===== config.mk =====
export PLATFORM = sky130hd
export DESIGN_NAME = ctrl_unit
export DESIGN_NICKNAME = d
export VERILOG_FILES = /design/src/rtl/ctrl_unit.sv
export SDC_FILE = /design/constraint.sdc
export NUM_CORES = 1
export LEC_CHECK = 0
export CAP_MARGIN = 10
export CORE_ASPECT_RATIO = 0.5
export CORE_MARGIN = 5
export CORE_UTILIZATION = 49
export DETAILED_ROUTE_END_ITERATION = 10
export PLACE_DENSITY = 0.82
export RECOVER_POWER = 25
export SYNTH_ARGS = -nofsm -noshare
export SYNTH_HDL_FRONTEND = slang
export SYNTH_SLANG_ARGS = --single-unit

===== constraint.sdc =====
create_clock -name clk -period 1.9 [get_ports clk]
set_input_delay 0.38 -clock clk [delete_from_list [all_inputs] [get_ports clk]]
set_output_delay 0.38 -clock clk [all_outputs]
set_load 0.05 [all_outputs]

===== src/rtl/ctrl_unit.sv =====
// Instruction sequencer for the 8-bit CPU: fetches one/two-byte instructions from ROM,
// decodes the opcode and drives the ALU controls, accumulator load and RAM strobes.
module ctrl_unit (
    input  logic       clk,
    input  logic       rst,
    input  logic [7:0] rom_data,
    output logic [7:0] rom_addr,
    output logic       rom_rd,
    output logic [7:0] ram_addr,
    output logic       ram_rd,
    output logic       ram_wr,
    output logic [3:0] op,
    output logic [1:0] alu_sel,
    output logic [3:0] imm,
    output logic       im_int,
    output logic       pc_in,
    output logic       acc_en,
    output logic       halted
);

    typedef enum logic [2:0] {
        S_FETCH = 3'd0,
        S_OPER  = 3'd1,
        S_EXEC  = 3'd2,
        S_IMM   = 3'd3,
        S_HALT  = 3'd4
    } state_t;

    localparam logic [3:0] OP_NOP = 4'b0000;
    localparam logic [3:0] OP_LDO = 4'b0001;
    localparam logic [3:0] OP_LDA = 4'b0010;
    localparam logic [3:0] OP_STO = 4'b0011;
    localparam logic [3:0] OP_PRE = 4'b0100;
    localparam logic [3:0] OP_ADD = 4'b0101;
    localparam logic [3:0] OP_LDM = 4'b0110;
    localparam logic [3:0] OP_ADN = 4'b0111;
    localparam logic [3:0] OP_INC = 4'b1000;
    localparam logic [3:0] OP_DEC = 4'b1001;
    localparam logic [3:0] OP_JMP = 4'b1010;
    localparam logic [3:0] OP_CLR = 4'b1011;
    localparam logic [3:0] OP_SUB = 4'b1100;
    localparam logic [3:0] OP_IL1 = 4'b1101;
    localparam logic [3:0] OP_IL2 = 4'b1110;
    localparam logic [3:0] OP_HLT = 4'b1111;

    state_t      state_r;
    state_t      next_state_s;
    logic [7:0]  pc_r;
    logic [7:0]  ir_r;
    logic [7:0]  mar_r;
    logic        im_int_r;
    logic [3:0]  opc_s;

    function automatic logic is_two_byte(input logic [3:0] opc);
        case (opc)
            OP_LDO, OP_LDA, OP_STO, OP_PRE, OP_ADD, OP_SUB, OP_JMP: is_two_byte = 1'b1;
            default:                                                is_two_byte = 1'b0;
        endcase
    endfunction

    function automatic logic is_imm_op(input logic [3:0] opc);
        is_imm_op = (opc == OP_ADN) || (opc == OP_CLR);
    endfunction

    assign opc_s    = ir_r[7:4];
    assign ram_addr = mar_r;
    assign imm      = ir_r[3:0];
    assign im_int   = im_int_r;

    // State, program counter, instruction/operand registers and the immediate strobe flop.
    always_ff @(posedge clk or negedge rst) begin
        if (!rst) begin
            state_r  <= S_FETCH;
            pc_r     <= 8'd0;
            ir_r     <= 8'd0;
            mar_r    <= 8'd0;
            im_int_r <= 1'b0;
        end else begin
            state_r <= next_state_s;
            case (state_r)
                S_FETCH: begin
                    ir_r <= rom_data;
                    pc_r <= pc_r + 8'd1;
                end
                S_OPER: begin
                    mar_r <= rom_data;
                    pc_r  <= pc_r + 8'd1;
                end
                S_EXEC: begin
                    if (opc_s == OP_JMP) begin
                        pc_r <= mar_r;
                    end else begin
                        pc_r <= pc_r;
                    end
                end
                default: begin
                    pc_r <= pc_r;
                end
            endcase
            // Only one-byte ADN/CLR raise the strobe, so they always enter EXEC straight from FETCH.
            im_int_r <= (state_r == S_FETCH) && is_imm_op(rom_data[7:4]);
        end
    end

    // Next-state selection and combinational decode of all outputs except im_int.
    always_comb begin
        next_state_s = state_r;
        rom_addr     = pc_r;
        rom_rd       = 1'b0;
        ram_rd       = 1'b0;
        ram_wr       = 1'b0;
        op           = OP_NOP;
        alu_sel      = 2'b00;
        pc_in        = 1'b0;
        acc_en       = 1'b0;
        halted       = 1'b0;
        case (state_r)
            S_FETCH: begin
                rom_rd       = 1'b1;
                pc_in        = 1'b1;
                next_state_s = is_two_byte(rom_data[7:4]) ? S_OPER : S_EXEC;
            end
            S_OPER: begin
                rom_rd       = 1'b1;
                pc_in        = 1'b1;
                next_state_s = S_EXEC;
            end
            S_EXEC: begin
                op           = opc_s;
                next_state_s = S_FETCH;
                case (opc_s)
                    OP_LDO: begin
                        rom_addr = mar_r;
                        rom_rd   = 1'b1;
                        acc_en   = 1'b1;
                    end
                    OP_LDA, OP_ADD, OP_SUB: begin
                        ram_rd  = 1'b1;
                        alu_sel = 2'b01;
                        acc_en  = 1'b1;
                    end
                    OP_PRE: begin
                        ram_rd  = 1'b1;
                        alu_sel = 2'b01;
                    end
                    OP_STO:         ram_wr = 1'b1;
                    OP_INC, OP_DEC: acc_en = 1'b1;
                    OP_ADN: begin
                        alu_sel      = 2'b10;
                        next_state_s = S_IMM;
                    end
                    OP_CLR:         next_state_s = S_IMM;
                    OP_HLT:         next_state_s = S_HALT;
                    // Illegal opcodes are hidden from the ALU.
                    OP_IL1, OP_IL2: op = OP_NOP;
                    default: begin
                        op = opc_s;
                    end
                endcase
            end
            S_IMM: begin
                op           = opc_s;
                alu_sel      = (opc_s == OP_ADN) ? 2'b10 : 2'b00;
                acc_en       = 1'b1;
                next_state_s = S_FETCH;
            end
            S_HALT: begin
                op           = OP_HLT;
                halted       = 1'b1;
                next_state_s = S_HALT;
            end
            default: begin
                next_state_s = S_FETCH;
            end
        endcase
    end

endmodule


Yosys cells after proc, flatten, opt, wreduce, memory -nomap -nowiden
Index checks and enable logic that the tools add are counted.
Storage, ports and cells
  bits in registers: 28
  input port bits: 10
  output and inout bits: 33
  word-level logic and storage cells: 69
Cells by class
  add/subtract/negate cells: 1
  equality and inequality tests: 28
  mux-type cells: 24
  reduce and logical (&&, ||, !) cells: 11
Operators by type and width (number)
  4-bit == test (second input constant): 11
  4-bit by 3-bit == test with 1-bit output (second input constant): 6
  8-bit 2-to-1 mux: 3
  4-bit by 2-bit == test with 1-bit output (second input constant): 4
  8-bit one-hot mux with 2 select lines: 1
  3-bit one-hot mux with 4 select lines: 1
  4-bit one-hot mux with 3 select lines: 1
  1-bit 2-to-1 mux: 10
  8-bit by 1-bit adder with 8-bit output (second input constant): 1
  4-bit by 1-bit == test with 1-bit output (second input constant): 2
  2-bit one-hot mux with 2 select lines: 2
  7-bit OR reduction: 1
  3-bit by 2-bit == test with 1-bit output (second input constant): 2
  3-bit one-hot mux with 2 select lines: 1
  2-bit OR reduction: 3
  6-bit OR reduction: 1
  2-bit 2-to-1 mux: 2
  4-bit 2-to-1 mux: 1
  1-bit one-hot mux with 2 select lines: 2
  4-bit OR reduction: 1
  3-bit by 1-bit == test with 1-bit output (second input constant): 1
  3-bit == test (second input constant): 1
  3-bit logical NOT: 1
  2-bit != test (second input constant): 1
  other kinds (4): 4

Logic depth before layout (Yosys ltp)
  depth after elaboration: 6
  mapped depth: 6
  depth with buffers taken out: 5

Worst setup path before layout
OpenSTA, ideal clock, no wires.
  kind: register to output
  start: register state_r[0]
  end: output op[0]
  arrival: 2379 ps
  data required time: 1520 ps
  path slack: -859 ps
  cell stages (with the launch flop): 4
  buffers on the path: 1
  cell sequence: dfrtp_1 -> buf_2 -> nor3b_1 -> a21o_1
Between the ends
  longest elaborated chain between the ends: 2
  elaborated cells between the ends (all ways): 4
  those cells by class: eq/ne (3); mux (1)
Ends and longest elaborated chain
  start, declared: RTL line 46  | state_t state_r;
  start signal, assigned: RTL line 79  | state_r <= next_state_s;
  3-bit == test / 3-bit by 2-bit == test with 1-bit output (equally long branches): RTL line 117  | case (state_r)
  4-bit one-hot mux with 3 select lines *: RTL line 117
  end, declared: RTL line 12  | output logic [3:0] op,
Mark *: on every way between the ends. The rest lies on a longest branch, timed or not.

Worst setup path in the final report
  start: register state_r[2]
  end: output rom_addr[3]
Between the ends
  longest elaborated chain between the ends: 2
Ends and longest elaborated chain
  3-bit by 2-bit == test with 1-bit output: RTL line 117
  8-bit 2-to-1 mux: RTL line 117
  end, declared: RTL line 7  | output logic [7:0] rom_addr,
Every way passes these cells.

==> results_dict.tcl <==
set metrics [dict create \
    status "finished with violations" \
    violations "negative setup slack" \
    dp_slack_ns 0.0869 \
    period_needed_ns 2.15 \
    layout_commonest_cell "buf_4" \
    place_hpwl_um 3060 \
    rows 15 \
    hold_buffers 0 \
    hold_violations 0 \
    drt_pass1_iterations 4 \
    overflow 0 \
    slowest_delay_ns 0.45 \
    ctsRootBufferMaster "clkbuf_8" \
    critPathRequiredTime_ns 1.52 \
    antenna_found_initial 0 \
    grt_use_total 0.209 \
    nets 232 \
    synth_mux_area_frac 0.174 \
    crit_type "flip-flop to output port" \
    synthToLayoutAreaGrowth_pct 61.4 \
    hold_path_class "flip-flop to flip-flop" \
    cp.arrival_ns 1.77 \
    rsz0062_at_grt "yes" \
    gp_congestion 0.789 \
    skew_ns 0.00278 \
    cp-start-kind "flip-flop" \
    dr_total_vias 1497 \
    clock_path_buffers 2 \
    wl_um 4900 \
    cts_buffers 3 \
    critical_path_peak_fanout 8 \
    synth_fa_ha_area_frac 0.00749 \
    postSynth.asyncResetShare 1.00 \
    clk_latency_ns 0.28 \
    core_um2 3360 \
    synth_cell_type_count 48 \
    antennaDiodeCount 0 \
    crit_slowest_cell "dfrtp_1" \
    drv_slew 0 \
    die_h_um 51.3 \
    synth_top_family_by_area "multiplexers" \
    syn_area_per_cell_um2 10.8 \
    synth_edf_count 0 \
    ant_nets 0 \
    fin_util 0.803 \
    viasPerCell 5.71 \
    cts_max_level 1 \
    fin_ws_ns -0.247 \
    fp.dieW_um 92.6 \
    pin_count 43 \
    syn_area_um2 1670 \
    setup_viol 27 \
    max_slew_margin 0.520 \
    drive_gt1_frac 0.582 \
    yosys_warnings 0 \
    max_clock_freq_mhz 466 \
    netlist_instances 155 \
    wl_per_cell_um 18.7 \
    tightestPinTransition_ns 0.720 \
    port_buffers 42 \
    synth_nets 166 \
    clk_pin_slew_ns 0.10 \
    final.period_utilization 1.13 \
    die-area_um2 4750 \
    grt_pass1_wl_um 7760 \
    clock_sinks 28 \
    ys_ff_latch 28 \
    crit_chain "nor3b_4 > nand3b_1 > buf_6 > mux2_2 > buf_12" \
    mostFrequentLayoutCells "buf_4 (31), mux2_2 (24), dfrtp_1 (24)" \
    seq_area_frac_synth 0.419 \
    drt_iter0_drc 60 \
    synth_compound_area_frac 0.167 \
    synth_xor_area_frac 0.0157 \
    synth-simple-area-share 0.158 \
    cp-end-kind "output port" \
    drc 0 \
    max_cap_viol_count 0 \
    grt_max_degree 29 \
    tritoncts "built" \
    ys.flop_type "dfrtp_1" \
    grt_pass1_vias 1508 \
    start_util 0.498 \
]
==> sequential cells by signal, summed over array words and instances (netlist names) <==
register,count
ram_addr,8
pc_r,8
ir_r,8
im_int,1
state_r,3
==> synthesized netlist by cell type (2+ instances only) <==
library cell / instances / area (um^2)
a21o_1: 3 / 22.5
a21oi_1: 9 / 45.0
and4_1: 3 / 26.3
buf_2: 4 / 20.0
buf_4: 6 / 45.0
buf_6: 2 / 22.5
clkbuf_1: 2 / 7.51
dfrtp_1: 28 / 701
mux2_2: 24 / 270
mux2i_1: 2 / 20.0
nand2_1: 8 / 30.0
nand2b_1: 3 / 18.8
nand3_1: 5 / 25.0
nand3b_1: 2 / 15.0
nor2_1: 10 / 37.5
nor3b_1: 2 / 15.0
o21a_1: 2 / 15.0
o21ai_0: 4 / 20.0
o21ai_1: 3 / 15.0
o22ai_1: 3 / 18.8
or2b_2: 2 / 17.5
xor2_1: 2 / 17.5
==> per-stage QoR <==
step | setup TNS [ns] | std cells | instance area (um^2) | hold WS (ns)
floorplan | -0.203 | 155 | 1710 | 0.0844
global placement | 0 | 241 | 2350 | 0.489
detailed placement | 0 | 241 | 2350 | 0.495
CTS | -2.48 | 255 | 2590 | 0.477
global route | -5.11 | 262 | 2700 | 0.538
finish | -3.39 | 262 | 2700 | 0.513
==> per-layer routing <==
metal | vias to the layer above | track usage | routed length (um) | part of all wire
met2 | 46 | 0.383 | 2550 | 0.52
met3 | 2 | 0.0368 | 194 | 0.040
met5 | - | 0 | 0 | 0
met4 | 0 | 0.0419 | 17 | 0.0035
met1 | 754 | 0.262 | 2140 | 0.44
li1 | 695 | - | - | -
==> cells by family (layout without fill, tap and decap cells) <==
logic type | Yosys count | in the layout
AO/OA/AOI/OAI | 38 | 38
multiplexers | 26 | 26
AND/OR/NAND/NOR | 44 | 44
XOR/XNOR | 3 | 3
flip-flops | 28 | 28
adder cells (fa/ha/maj) | 1 | 1
buffers and inverters | 15 | 80
==> cell type report <==
class	count	area, um^2
multi-input cells	112	990
flip-flops and latches	28	706
inverters	1	3.75
clock inverters	1	30.0
clock buffers	3	41.3
fillers	162	662
well taps	42	52.6
repair buffers	75	875
==> final timing paths <==
kind	startpoint	end	slack, ns	cells past startpoint
worst min register to register	ir_r[1]	ir_r[1]	0.51	1
worst max register to register	state_r[0]	pc_r[7]	-0.05	6
worst min-delay path	ir_r[1]	ir_r[1]	0.51	1
max in group asynchronous	rst	ir_r[6]	0.73	2
min in group asynchronous	rst	pc_r[2]	0.66	2
worst max-delay path	state_r[2]	rom_addr[3]	-0.25	5
==> critical path: cells and delay by family, from the launching register on <==
kind	cells	cell delay, ns
buffers and inverters	2	0.32
DFF	1	0.45
and+or+nand+nor	2	0.40
muxes	1	0.30
==> what timing repair did <==
| action | in CTS | in global routing |
|---|---|---|
| setup buffers | 10 | 8 |
| pin swaps | 13 | 12 |
| hold endpoints to repair | 0 | 0 |
| setup endpoints to repair | 18 | 26 |
| resized for setup | 25 | 17 |
Power is left out: the tool's default activity adds up to more than one toggle a clock period on the data nets, which glitch-free logic cannot reach.
